==> src/rtl/dot_product_pkg.sv <==
// Shared parameters and width helper for the streaming dot-product engine.
package dot_product_pkg;

    localparam int unsigned DP_DATA_W = 8;
    localparam int unsigned DP_LEN    = 8;

    // Result width that cannot overflow for any LEN products of DATA_W operands.
    function automatic int unsigned acc_width(input int unsigned data_w, input int unsigned len);
        if (len <= 1) begin
            return 2 * data_w + 1;
        end
        return 2 * data_w + int'($clog2(len));
    endfunction

endpackage

==> src/rtl/dot_lane_sum.sv <==
// Combinational sum of LANES element-pair products, each extended to ACC_W.
module dot_lane_sum #(
    parameter int unsigned DATA_W = 8,
    parameter int unsigned LANES  = 1,
    parameter int unsigned SIGNED = 0,
    parameter int unsigned ACC_W  = 19
) (
    input  logic [LANES*DATA_W-1:0] a,
    input  logic [LANES*DATA_W-1:0] b,
    output logic [ACC_W-1:0]        sum
);

    localparam int unsigned PROD_W = 2 * DATA_W;
    localparam int unsigned EXT_W  = ACC_W - PROD_W;

    logic [ACC_W-1:0] ext [LANES];

    for (genvar i = 0; i < int'(LANES); i++) begin : g_lane
        if (SIGNED != 0) begin : g_signed
            logic signed [PROD_W-1:0] prod;
            assign prod   = $signed(a[i*DATA_W +: DATA_W]) * $signed(b[i*DATA_W +: DATA_W]);
            assign ext[i] = {{EXT_W{prod[PROD_W-1]}}, prod};
        end else begin : g_unsigned
            logic [PROD_W-1:0] prod;
            assign prod   = a[i*DATA_W +: DATA_W] * b[i*DATA_W +: DATA_W];
            assign ext[i] = {{EXT_W{1'b0}}, prod};
        end
    end

    always_comb begin
        sum = '0;
        for (int i = 0; i < int'(LANES); i++) begin
            sum = sum + ext[i];
        end
    end

endmodule

==> src/rtl/dot_product_stream.sv <==
// Streaming dot-product engine: accumulates LEN element pairs, LANES per beat,
// and presents each result through a single-entry valid/ready output buffer.
module dot_product_stream
    import dot_product_pkg::*;
#(
    parameter int unsigned DATA_W = DP_DATA_W,
    parameter int unsigned LEN    = DP_LEN,
    parameter int unsigned LANES  = 1,
    parameter int unsigned SIGNED = 0,
    localparam int unsigned ACC_W = acc_width(DATA_W, LEN)
) (
    input  logic                    clk,
    input  logic                    rst,
    input  logic                    in_valid,
    output logic                    in_ready,
    input  logic [LANES*DATA_W-1:0] in_a,
    input  logic [LANES*DATA_W-1:0] in_b,
    output logic                    out_valid,
    input  logic                    out_ready,
    output logic [ACC_W-1:0]        out_result
);

    localparam int unsigned BEATS = LEN / LANES;
    localparam int unsigned CNT_W = (BEATS > 1) ? $clog2(BEATS) : 1;
    localparam logic [CNT_W-1:0] LAST_CNT = CNT_W'(BEATS - 1);

    logic [CNT_W-1:0] beat_cnt;
    logic [ACC_W-1:0] acc;
    logic [ACC_W-1:0] beat_sum;
    logic [ACC_W-1:0] acc_next;
    logic             last_beat;
    logic             accept;

    dot_lane_sum #(
        .DATA_W (DATA_W),
        .LANES  (LANES),
        .SIGNED (SIGNED),
        .ACC_W  (ACC_W)
    ) u_lane_sum (
        .a   (in_a),
        .b   (in_b),
        .sum (beat_sum)
    );

    // Only the final beat can stall, and only while the buffered result is unconsumed.
    always_comb begin
        last_beat = (beat_cnt == LAST_CNT);
        in_ready  = !(last_beat && out_valid && !out_ready);
        accept    = in_valid && in_ready;
        acc_next  = (beat_cnt == '0) ? beat_sum : acc + beat_sum;
    end

    always_ff @(posedge clk) begin
        if (rst) begin
            beat_cnt   <= '0;
            acc        <= '0;
            out_valid  <= 1'b0;
            out_result <= '0;
        end else begin
            if (accept) begin
                acc      <= acc_next;
                beat_cnt <= last_beat ? '0 : beat_cnt + CNT_W'(1);
            end
            // A new result replaces a consumed one in the same cycle without a bubble.
            if (accept && last_beat) begin
                out_result <= acc_next;
                out_valid  <= 1'b1;
            end else if (out_ready) begin
                out_valid  <= 1'b0;
            end
        end
    end

endmodule

==> config.mk <==
export PLATFORM = sky130hd
export DESIGN_NAME = dot_product_stream
export DESIGN_NICKNAME = d
export VERILOG_FILES = /design/src/rtl/dot_product_pkg.sv /design/src/rtl/dot_lane_sum.sv /design/src/rtl/dot_product_stream.sv
export SDC_FILE = /design/constraint.sdc
export NUM_CORES = 1
export LEC_CHECK = 0
export BUFFER_PORTS_ARGS = -buffer_cell sky130_fd_sc_hd__buf_4
export CORE_UTILIZATION = 45
export DETAILED_ROUTE_END_ITERATION = 7
export PLACE_DENSITY = 0.6
export SYNTH_ARGS = -nofsm -noshare
export SYNTH_HDL_FRONTEND = slang
export SYNTH_SLANG_ARGS = --single-unit
==> constraint.sdc <==
create_clock -name clk -period 5.9 [get_ports clk]
set_input_delay 0.295 -clock clk [delete_from_list [all_inputs] [get_ports clk]]
set_output_delay 0.295 -clock clk [all_outputs]
set_load 0.005 [all_outputs]
==> results.yml <==
logic_synthesis:
  ys_warn_count: 0
  async_reset_ff_share_pct: 0
  ys_seq_elements: 42
  synth_top_cell_by_area: "dfxtp_1"
  syn_area_per_cell_um2: 8.19
  ys.flop_type: "dfxtp_1"
  synth_edf_count: 0
  syn_inst: 583
  synth_area_mm2: 0.00477
  synth.area.top_cells: "dfxtp_1 (18%), fa_1 (16%), ha_1 (15%)"
  synth_top_area_share_pct: 17.6
  ys_seq_area_share_pct: 17.6
  syn_nets: 697
  synthDistinctLibCells: 57
global_route:
  antenna_found_initial: 0
  grt_max_degree: 30
  track_usage_pct: 21.5
  grt_remaining_overflow: 0
  grt_pass1_wl_um: 19200
  grt_pass1_vias: 4074
sta:
  hold_violations: 0
  finalSetupViolCount: 0
  fmax_ghz: 0.180
  fin_worst_skew_ns: 0.00810
  rsz0062_at_grt: "false"
  relSlewSlack_pct: 23.0
  fin_crit_sh_pct: 94.0
  min_period_ns: 5.54
  tightest_slew_ns: 1.16
  slew_violations: 0
routing:
  vias: 4254
  drt_pre_antenna_iters: 4
  drtIter0Drc: 198
  wl_per_cell_um: 15.0
  drc: 0
  antenna_left: 0
  drt-total-wl_um: 11400
  viasPerCell: 5.60
worst_hold_path:
  hold_start: "in_valid"
  holdCritPathClass: "input port to flop"
  holdPathStages: 3
  holdPathEnd: "beat_cnt[0]"
die:
  core_mm2: 0.0103
  fp.dieW_um: 105
  die-area_mm2: 0.0110
  num_rows: 37
  dieHeight_um: 105
  io_pins: 41
  start_util_pct: 46.2
setup_path:
  worst-path-buf-inv: 4
  crit_path_start_kind: "input port"
  crit_chain: "buf_4 -> nand2_1 -> fa_1 -> fa_1 -> inv_1 -> fa_1 -> inv_1 -> fa_1 -> inv_1 -> ha_1 -> a21o_1 -> a21oi_1 -> a21boi_0 -> or2_2 -> xor2_1 -> ha_1 -> a21oi_1 -> o21ai_0 -> a32oi_1 -> nand2_1 -> xor2_1 -> a22o_1"
  crit_arrival_ns: 5.74
  worst_setup_path_end_kind: "flop"
  r2r_setup_slack_ns: 3.37
  cp_top_family: "adder cells"
  r2r_cells: 8
  timing.rr.end: "out_result[8]"
  crit_slowest_cell: "fa_1"
  crit_required_ns: 6.10
  critPathMaxStageDelay_ns: 0.54
  crit_top_cell: "fa_1"
  reg2reg_from: "acc[0]"
  crit_type: "input port to flop"
  critPathMaxFanout: 8
finish:
  finalNetCount: 736
  areaGrowthSynthToFinish_pct: 12.6
  layout.cells.most_common: "and2_1"
  final_cell_mix: "and2_1 (60), inv_1 (57), ha_1 (57)"
  drive_above_1_share_pct: 11.1
  post-route-util_pct: 52.1
  diodes: 0
power_and_ir_drop:
  pwr_density_cell_mw_per_mm2: 435
  design_power_total_w: 0.00234
  irDropWorstVdd_mv: 0.214
  cellLeakagePower_nw: 2.50
clocking:
  cts_buffers: 5
  clk_pin_slew_ns: 0.09
  root_buffer: "clkbuf_8"
  cts_hold_buf: 0
  cts_tree: "done"
  cts_max_level: 2
  ctsResizeCount: 0
  cts_buffer_depth: 2
  worst_skew_pair.late_latency_ns: 0.30
  clock-sinks: 42
  cts_setup_buffers: 0
flow_run:
  cap_violations: 0
placed_design:
  numPortBuffers: 40
  place_congestion: 0.865
  place_hpwl_um: 9040
outcome:
  status: "completed"
## where the power goes
| part | leakage, nW | internal, W | switching, W |
|---|---|---|---|
| Clock | 0.0504 | 0.000126 | 0.000108 |
| Combinational | 2.11 | 0.000720 | 0.00105 |
| Sequential | 0.342 | 0.000313 | 0.0000205 |
## area by class of cell
| class | count | area (um2) |
|---|---|---|
| multi-input combinational | 465 | 3650 |
| clock buffer | 5 | 68.8 |
| tap | 136 | 170 |
| timing repair buffer | 51 | 383 |
| fill | 991 | 4950 |
| inverter | 57 | 214 |
| sequential | 42 | 841 |
| clock inverter | 3 | 45.0 |
## per-layer routing
layer  track usage, %  wire length (um)
met5                0                 0
met1             30.1              5550
met3             2.68               463
met2             35.0              5210
met4             5.03               155
## tightest hold or removal path: cells and delay by family
kind	cells	cell delay, ns
AO/OA/AOI/OAI	1	0.06
buffers and inverters	1	0.10
AND/OR/NAND/NOR	1	0.08
## sequential cells by signal, indices dropped and copies added, names as in the netlist
signal      flops
acc            19
out_valid       1
out_result     19
beat_cnt        3
## worst max-delay path by stage
stage / depth (start not counted) / slack [ns] / start / end
after floorplan: 21 / 0.46 / in_a[0] / out_result[18]
after global placement: 22 / -0.09 / in_a[0] / out_result[14]
after detailed placement: 22 / -0.08 / in_a[0] / out_result[14]
after CTS: 22 / 0.23 / in_a[0] / out_result[14]
after global routing: 22 / 0.02 / in_a[0] / out_result[14]
final: 22 / 0.36 / in_a[0] / out_result[18]
## per-stage QoR
stage	area [um2]	setup WS [ns]	cells	hold WS [ns]	TNS, ns
6_report	5380	0.356	759	0.278	0
3_5_place_dp	5250	-0.0809	751	0.454	-0.161
4_1_cts	5370	0.229	759	0.259	0
2_1_floorplan	4770	0.457	583	0.441	0
3_3_place_gp	5250	-0.0894	751	0.445	-0.168
5_1_grt	5380	0.0210	759	0.296	0
## synthesized netlist by cell type, types with 5 or more instances
cell type,number
and2_1,60
ha_1,57
inv_1,57
nand2_1,47
a21oi_1,43
dfxtp_1,42
nor2_1,38
fa_1,37
o21ai_0,31
nor3_1,17
clkbuf_1,15
a211oi_1,14
xnor2_1,13
a21o_1,10
nand3_1,10
xor2_1,8
nand4_1,5
o21a_1,5
or3_1,5
## cells by family (layout without fill, tap and decap cells)
kind of cell               after synthesis  in the layout  synth area share, %
buffers and inverters                   76            116                 6.05
AOI/OAI and AO/OA                      146            146                 19.9
muxes                                    4              4                0.839
and+or+nand+nor                        200            200                 21.3
adders and majority gates               94             94                 30.5
DFF                                     42             42                 17.6
xor gates and xnor gates                21             21                 3.85
Power figures use the tool's default switching activity.
